==> src/rtl/fetch_sequencer.sv <==
// Purpose: IF-stage fetch controller; owns the PC, runs the imem req/ack handshake and fills IF/ID.
// Latency: data acked at edge N is on if_* after edge N; redirect target is fetched the cycle after br_taken.
// Backpressure: an ID stall on a live IF/ID parks one in-flight instruction in a skid buffer and drops imem_req.
module fetch_sequencer #(
    parameter logic [31:0] RESET_PC = 32'h1C00_0000
) (
    input  logic        clk,
    input  logic        rstn,
    input  logic        stall,
    input  logic        br_taken,
    input  logic [31:0] br_target,
    output logic        imem_req,
    output logic [31:0] imem_addr,
    input  logic        imem_ack,
    input  logic [31:0] imem_rdata,
    output logic        if_valid,
    output logic [31:0] if_inst,
    output logic [31:0] if_pc,
    output logic [31:0] if_pc4
);

    localparam logic [1:0] FETCH = 2'd0;
    localparam logic [1:0] HOLD  = 2'd1;
    localparam logic [1:0] DRAIN = 2'd2;

    logic [1:0]  state;
    logic [31:0] pc;
    logic [31:0] redir_pc;
    logic [31:0] skid_inst;
    logic [31:0] skid_pc;
    logic [31:0] skid_pc4;

    logic [31:0] tgt;
    logic [31:0] pc_next4;
    logic        out_free;

    // Word-aligned target, wrapping increment and "IF/ID can take a new entry".
    always_comb begin
        tgt      = {br_target[31:2], 2'b00};
        pc_next4 = pc + 32'd4;
        out_free = !if_valid || !stall;
    end

    // Request is dropped asynchronously by reset so memory never sees a stale request.
    assign imem_req  = rstn && (state != HOLD);
    assign imem_addr = pc;

    // Fetch state machine. A redirect while a request is outstanding only records the
    // target; pc (and so imem_addr) stays put until the memory acks, then DRAIN jumps.
    always_ff @(posedge clk or negedge rstn) begin
        if (!rstn) begin
            state     <= FETCH;
            pc        <= RESET_PC;
            redir_pc  <= 32'd0;
            skid_inst <= 32'd0;
            skid_pc   <= 32'd0;
            skid_pc4  <= 32'd0;
            if_valid  <= 1'b0;
            if_inst   <= 32'd0;
            if_pc     <= 32'd0;
            if_pc4    <= 32'd0;
        end else begin
            case (state)
                FETCH: begin
                    if (br_taken) begin
                        if_valid <= 1'b0;
                        if (imem_ack) begin
                            pc <= tgt;
                        end else begin
                            redir_pc <= tgt;
                            state    <= DRAIN;
                        end
                    end else if (imem_ack && out_free) begin
                        if_inst  <= imem_rdata;
                        if_pc    <= pc;
                        if_pc4   <= pc_next4;
                        if_valid <= 1'b1;
                        pc       <= pc_next4;
                    end else if (imem_ack) begin
                        skid_inst <= imem_rdata;
                        skid_pc   <= pc;
                        skid_pc4  <= pc_next4;
                        pc        <= pc_next4;
                        state     <= HOLD;
                    end else if (!stall) begin
                        if_valid <= 1'b0;
                    end
                end
                HOLD: begin
                    if (br_taken) begin
                        if_valid <= 1'b0;
                        pc       <= tgt;
                        state    <= FETCH;
                    end else if (!stall) begin
                        if_inst  <= skid_inst;
                        if_pc    <= skid_pc;
                        if_pc4   <= skid_pc4;
                        if_valid <= 1'b1;
                        state    <= FETCH;
                    end
                end
                DRAIN: begin
                    if_valid <= 1'b0;
                    if (br_taken) begin
                        redir_pc <= tgt;
                    end
                    if (imem_ack) begin
                        // A redirect landing on the ack cycle is the newest target.
                        pc    <= br_taken ? tgt : redir_pc;
                        state <= FETCH;
                    end
                end
                default: begin
                    state    <= FETCH;
                    if_valid <= 1'b0;
                end
            endcase
        end
    end

endmodule

==> config.mk <==
export PLATFORM = sky130hd
export DESIGN_NAME = fetch_sequencer
export DESIGN_NICKNAME = d
export VERILOG_FILES = /design/src/rtl/fetch_sequencer.sv
export SDC_FILE = /design/constraint.sdc
export NUM_CORES = 1
export LEC_CHECK = 0
export CORE_MARGIN = 1
export CORE_UTILIZATION = 60
export DETAILED_ROUTE_END_ITERATION = 8
export DONT_BUFFER_PORTS = 1
export GPL_TIMING_DRIVEN = 0
export PLACE_DENSITY = 0.81
export SKIP_LAST_GASP = 1
export SYNTH_ARGS = -nofsm -noshare
export SYNTH_HDL_FRONTEND = slang
export SYNTH_SLANG_ARGS = --single-unit
==> constraint.sdc <==
create_clock -name clk -period 4.09 [get_ports clk]
set_input_delay 0.6135 -clock clk [delete_from_list [all_inputs] [get_ports clk]]
set_output_delay 0.6135 -clock clk [all_outputs]
set_load 0.05 [all_outputs]
After elaboration in Yosys (flattened, before gate mapping):

Index checks and enable logic that the tools add are counted.

* flip-flop bits (word level): 259
* input bits: 69

* add/subtract/negate cells: 1
* eq/ne operators: 19
* mux-type cells: 41
* bitwise logic cells: 2
* reductions and logical operators: 15

Operators with widths (count)
* $mux W32: 21
* $pmux W32 S2: 4
* $pmux W32 S3: 1
* $add A32 B3 Y32 const B: 1
* $ne A3 B3 Y1 const B: 6
* $ne A2 B2 Y1 const B: 8
* $reduce_and A5 Y1: 3
* $mux W2: 7
* $ne A4 B4 Y1 const B: 2
* $mux W1: 6
* $pmux W2 S3: 1
* $reduce_and A3 Y1: 2
* $reduce_and A4 Y1: 1
* $reduce_bool A2 Y1: 2
* $reduce_bool A3 Y1: 1
* $eq A2 B1 Y1 const B: 1
* $eq A2 B2 Y1 const B: 1
* $logic_and A1 B1 Y1: 2
* $logic_not A1 Y1: 2
* $logic_not A2 Y1: 1
* $ne A2 B1 Y1 const B: 1
* $not A1 Y1: 2
* $pmux W1 S2: 1
* $logic_or A1 B1 Y1: 1

Longest topological paths before layout:

* depth in word-level cells: 6
* gate-level depth with buffers: 11
* depth with buffers taken out: 7

Worst setup path before layout:

OpenSTA, ideal clock, no wires.

* path type: register to output
* from: register state[1]
* to: output port imem_req
* arrival: 1861 ps
* slack: 1616 ps
* stages on the path, launching flop included: 7
* buffers on the path: 3
* path through: dfrtp_1 inv_1 ha_1 buf_2 clkbuf_1 buf_1 nor2b_1

* word-level cells in the longest chain between the ends: 2

Ends and longest elaborated chain
* start, declared: RTL line 26 `logic [1:0] state;`
* start signal, assigned: RTL line 52 `state <= FETCH;`
* start signal, assigned: RTL line 71 `state <= DRAIN;`
* start signal, assigned: RTL line 84 `state <= HOLD;`
* $ne A2 B1 Y1: RTL line 45 `assign imem_req = rstn && (state != HOLD);`
* $logic_and A1 B1 Y1: RTL line 45
* end, declared: RTL line 12 `output logic imem_req,`

No other way between the ends.

Final worst setup path:

Ends and elaborated chain as after synthesis.

==> results_dict.tcl <==
set metrics [dict create \
    cts.sinks 255 \
    cts.path.max_buffers 3 \
    synth_area_per_cell_um2 9.45 \
    drtPass1Iterations 5 \
    diodes 0 \
    tns_ns 0 \
    clock-root-buffer "clkbuf_16" \
    switchingPower_mw 6.30 \
    finalNetCount 1374 \
    fmax_ghz 0.281 \
    cap_violations 0 \
    finClkSkew_ns 0.0111 \
    finalSetupViolCount 0 \
    numPlacedInstances 1537 \
    postRouteWirelength_um 34300 \
    clkSlewWorstSetupHoldPaths_ns 0.06 \
    cts.repair.resized 0 \
    io_buffers 0 \
    grt_use_met2 0.525 \
    hold_viol_final 252 \
    grt_setup_unrepaired "false" \
    cts.htree.levels 1 \
    dp_hpwl_um 23900 \
    fp.dieW_um 143 \
    path_class "register to primary output" \
    synth_top_flop_cell "dfrtp_1" \
    core_area_mm2 0.0195 \
    p_int_mw 6.58 \
    synth_edf_count 0 \
    status "finished, violations left" \
    relSlewSlack 0.251 \
    syn_inst 1271 \
    cts_tree "yes" \
    yosysUniqueCellTypes 66 \
    critPathMaxFanout 10 \
    vias 9982 \
    switching_share 0.489 \
    seq_area_frac_synth 0.532 \
    routedWlPerCell_um 21.7 \
    syn-num-nets 1344 \
    holdWs_ns -0.209 \
    grt_pass1_wl_um 52900 \
    place.gp.congestion 0.922 \
    ys_seq_elements 255 \
    final_cell_mix "nand2_1, dfrtp_1, o21ai_0" \
    track_usage 0.337 \
    post-place-ws_ns 0.930 \
    vdd_drop_max_uv 581 \
    pwr-share-comb 0.302 \
    p_seq_frac 0.506 \
    numCtsBuffers 27 \
    via_per_inst 6.31 \
    fin_area_mm2 0.0132 \
    worst_ep_arrival_time_ns 2.95 \
    grtUsageMet1 0.433 \
    antenna_found_initial 0 \
    grt_max_degree 257 \
    drtAntennaViolNets 0 \
    min_period_ns 3.56 \
    post_cts_buffers 0 \
    power_density_mw_per_mm2 972 \
    layout_commonest_cell "nand2_1" \
    crit_path_end_kind "primary output" \
    die_area_mm2 0.0206 \
    total_leakage_power_nw 5.97 \
    grt_use_met3 0.0976 \
    drc 0 \
    postLayoutCoreUtil 0.678 \
    drive_gt1_frac 0.0843 \
    stdcell_count 1582 \
    total_power_mw 12.9 \
    grt-ovfl-total 0 \
    critPathLaunchType "register" \
    dpl_cell_area_mm2 0.0124 \
    area_growth_pct 10.3 \
    crit_required_ns 3.48 \
    violations "negative hold slack" \
    fp-row-count 51 \
    synthArstFlopShare 1.00 \
    netlist_area_mm2 0.0120 \
    fin_crit_sh 0.871 \
    drt_iter0_drc 904 \
    clkLatencyLatePin_ns 0.53 \
    drv_slew 0 \
    start_util 0.615 \
    top_usage_layer "met2" \
    num_io_pins 199 \
    clock_power_share 0.192 \
    die_y_um 143 \
    yosys_warnings 0 \
    hold_class "primary input to async pin" \
    max_slew.worst_pin.slew_ns 1.11 \
    fin_ws_ns 0.526 \
    grt_pass1_vias 9727 \
]
==> flip-flops by register name, summed over array words and instances (netlist names) <==
name and count:
imem_addr 32, if_pc 32, state 2, if_inst 32, skid_pc 32, if_pc4 30, skid_pc4 30, redir_pc 32
skid_inst 32, if_valid 1
==> cells in the mapped netlist, types with 3 or more instances <==
cell type / number / area share
a211o_1: 7 / 0.0051
a211oi_1: 9 / 0.0056
a21o_1: 5 / 0.0031
a21oi_1: 55 / 0.023
a221oi_1: 5 / 0.0036
a311oi_1: 5 / 0.0036
a31oi_1: 6 / 0.0031
and2_1: 3 / 0.0016
and3_1: 5 / 0.0026
and4_1: 6 / 0.0044
buf_1: 13 / 0.0041
buf_2: 13 / 0.0054
buf_4: 6 / 0.0038
clkbuf_1: 71 / 0.022
dfrtp_1: 252 / 0.53
dfstp_2: 3 / 0.0066
ha_1: 4 / 0.0042
inv_1: 15 / 0.0047
mux2_2: 32 / 0.030
mux2i_1: 72 / 0.060
nand2_1: 356 / 0.11
nand3_1: 16 / 0.0067
nand4_1: 10 / 0.0052
nor2_1: 36 / 0.011
nor3_1: 14 / 0.0058
nor3_4: 3 / 0.0041
o211ai_1: 12 / 0.0075
o21a_1: 6 / 0.0038
o21ai_0: 135 / 0.056
o21ai_1: 6 / 0.0025
o221ai_1: 3 / 0.0022
o22a_1: 7 / 0.0051
o22ai_1: 11 / 0.0057
o31ai_1: 4 / 0.0025
xnor2_1: 20 / 0.015
xor2_1: 7 / 0.0051
==> metal layers <==
layer,part of all wire,wire (µm)
met2,0.45,15600
met5,0,0
met4,0.048,1650
met3,0.12,4010
met1,0.38,13000
==> power groups by stage <==
stage	registers (mW)	clock network, mW	logic [mW]
2_1_floorplan	6.21	0	2.84
3_3_place_gp	6.48	0	3.66
3_5_place_dp	6.54	0	3.78
4_1_cts	6.50	2.49	3.82
5_1_grt	6.64	2.59	4.28
6_report	6.52	2.47	3.89
==> final timing paths <==
path | from | endpoint | slack [ns] | cells after the start
worst min register to register | skid_pc[5] | skid_pc[5] | 0.47 | 2
max in group asynchronous | rstn | imem_addr[26] | 3.86 | 0
worst max-delay path | state[1] | imem_req | 0.53 | 6
worst max register to register | state[0] | if_pc[15] | 0.80 | 11
worst min-delay path | rstn | skid_pc[18] | -0.21 | 0
min in group clk | imem_rdata[18] | skid_inst[18] | 0.19 | 2
==> area by class of cell <==
class,count,area [µm²]
plain buffers,104,437
clock buffers,37,773
clock inverters,8,118
fillers,1534,6280
inverters,17,63.8
multi-input cells,895,5130
flip-flops and latches,255,6380
well taps,265,332
repair buffers,1,11.3
==> cell families (layout without fill, tap and decap cells) <==
group           count (synthesis)  in the layout  synth area share
xor+xnor                       27             27            0.0197
simple gates                  465            465             0.165
compound gates                295            295             0.148
flops                         255            255             0.532
buf+inv                       121            167            0.0417
fa+ha+maj                       4              4           0.00417
mux                           104            104            0.0900
==> worst max-delay path, cell delays in order, from the launching register on <==
cell and delay, ns:
dfrtp_1 0.42, inv_1 0.08, ha_1 0.18, buf_2 0.18, clkbuf_1 0.32, buf_1 0.38, nor2b_1 0.85
Note: power is estimated with default switching activity, not from simulation.
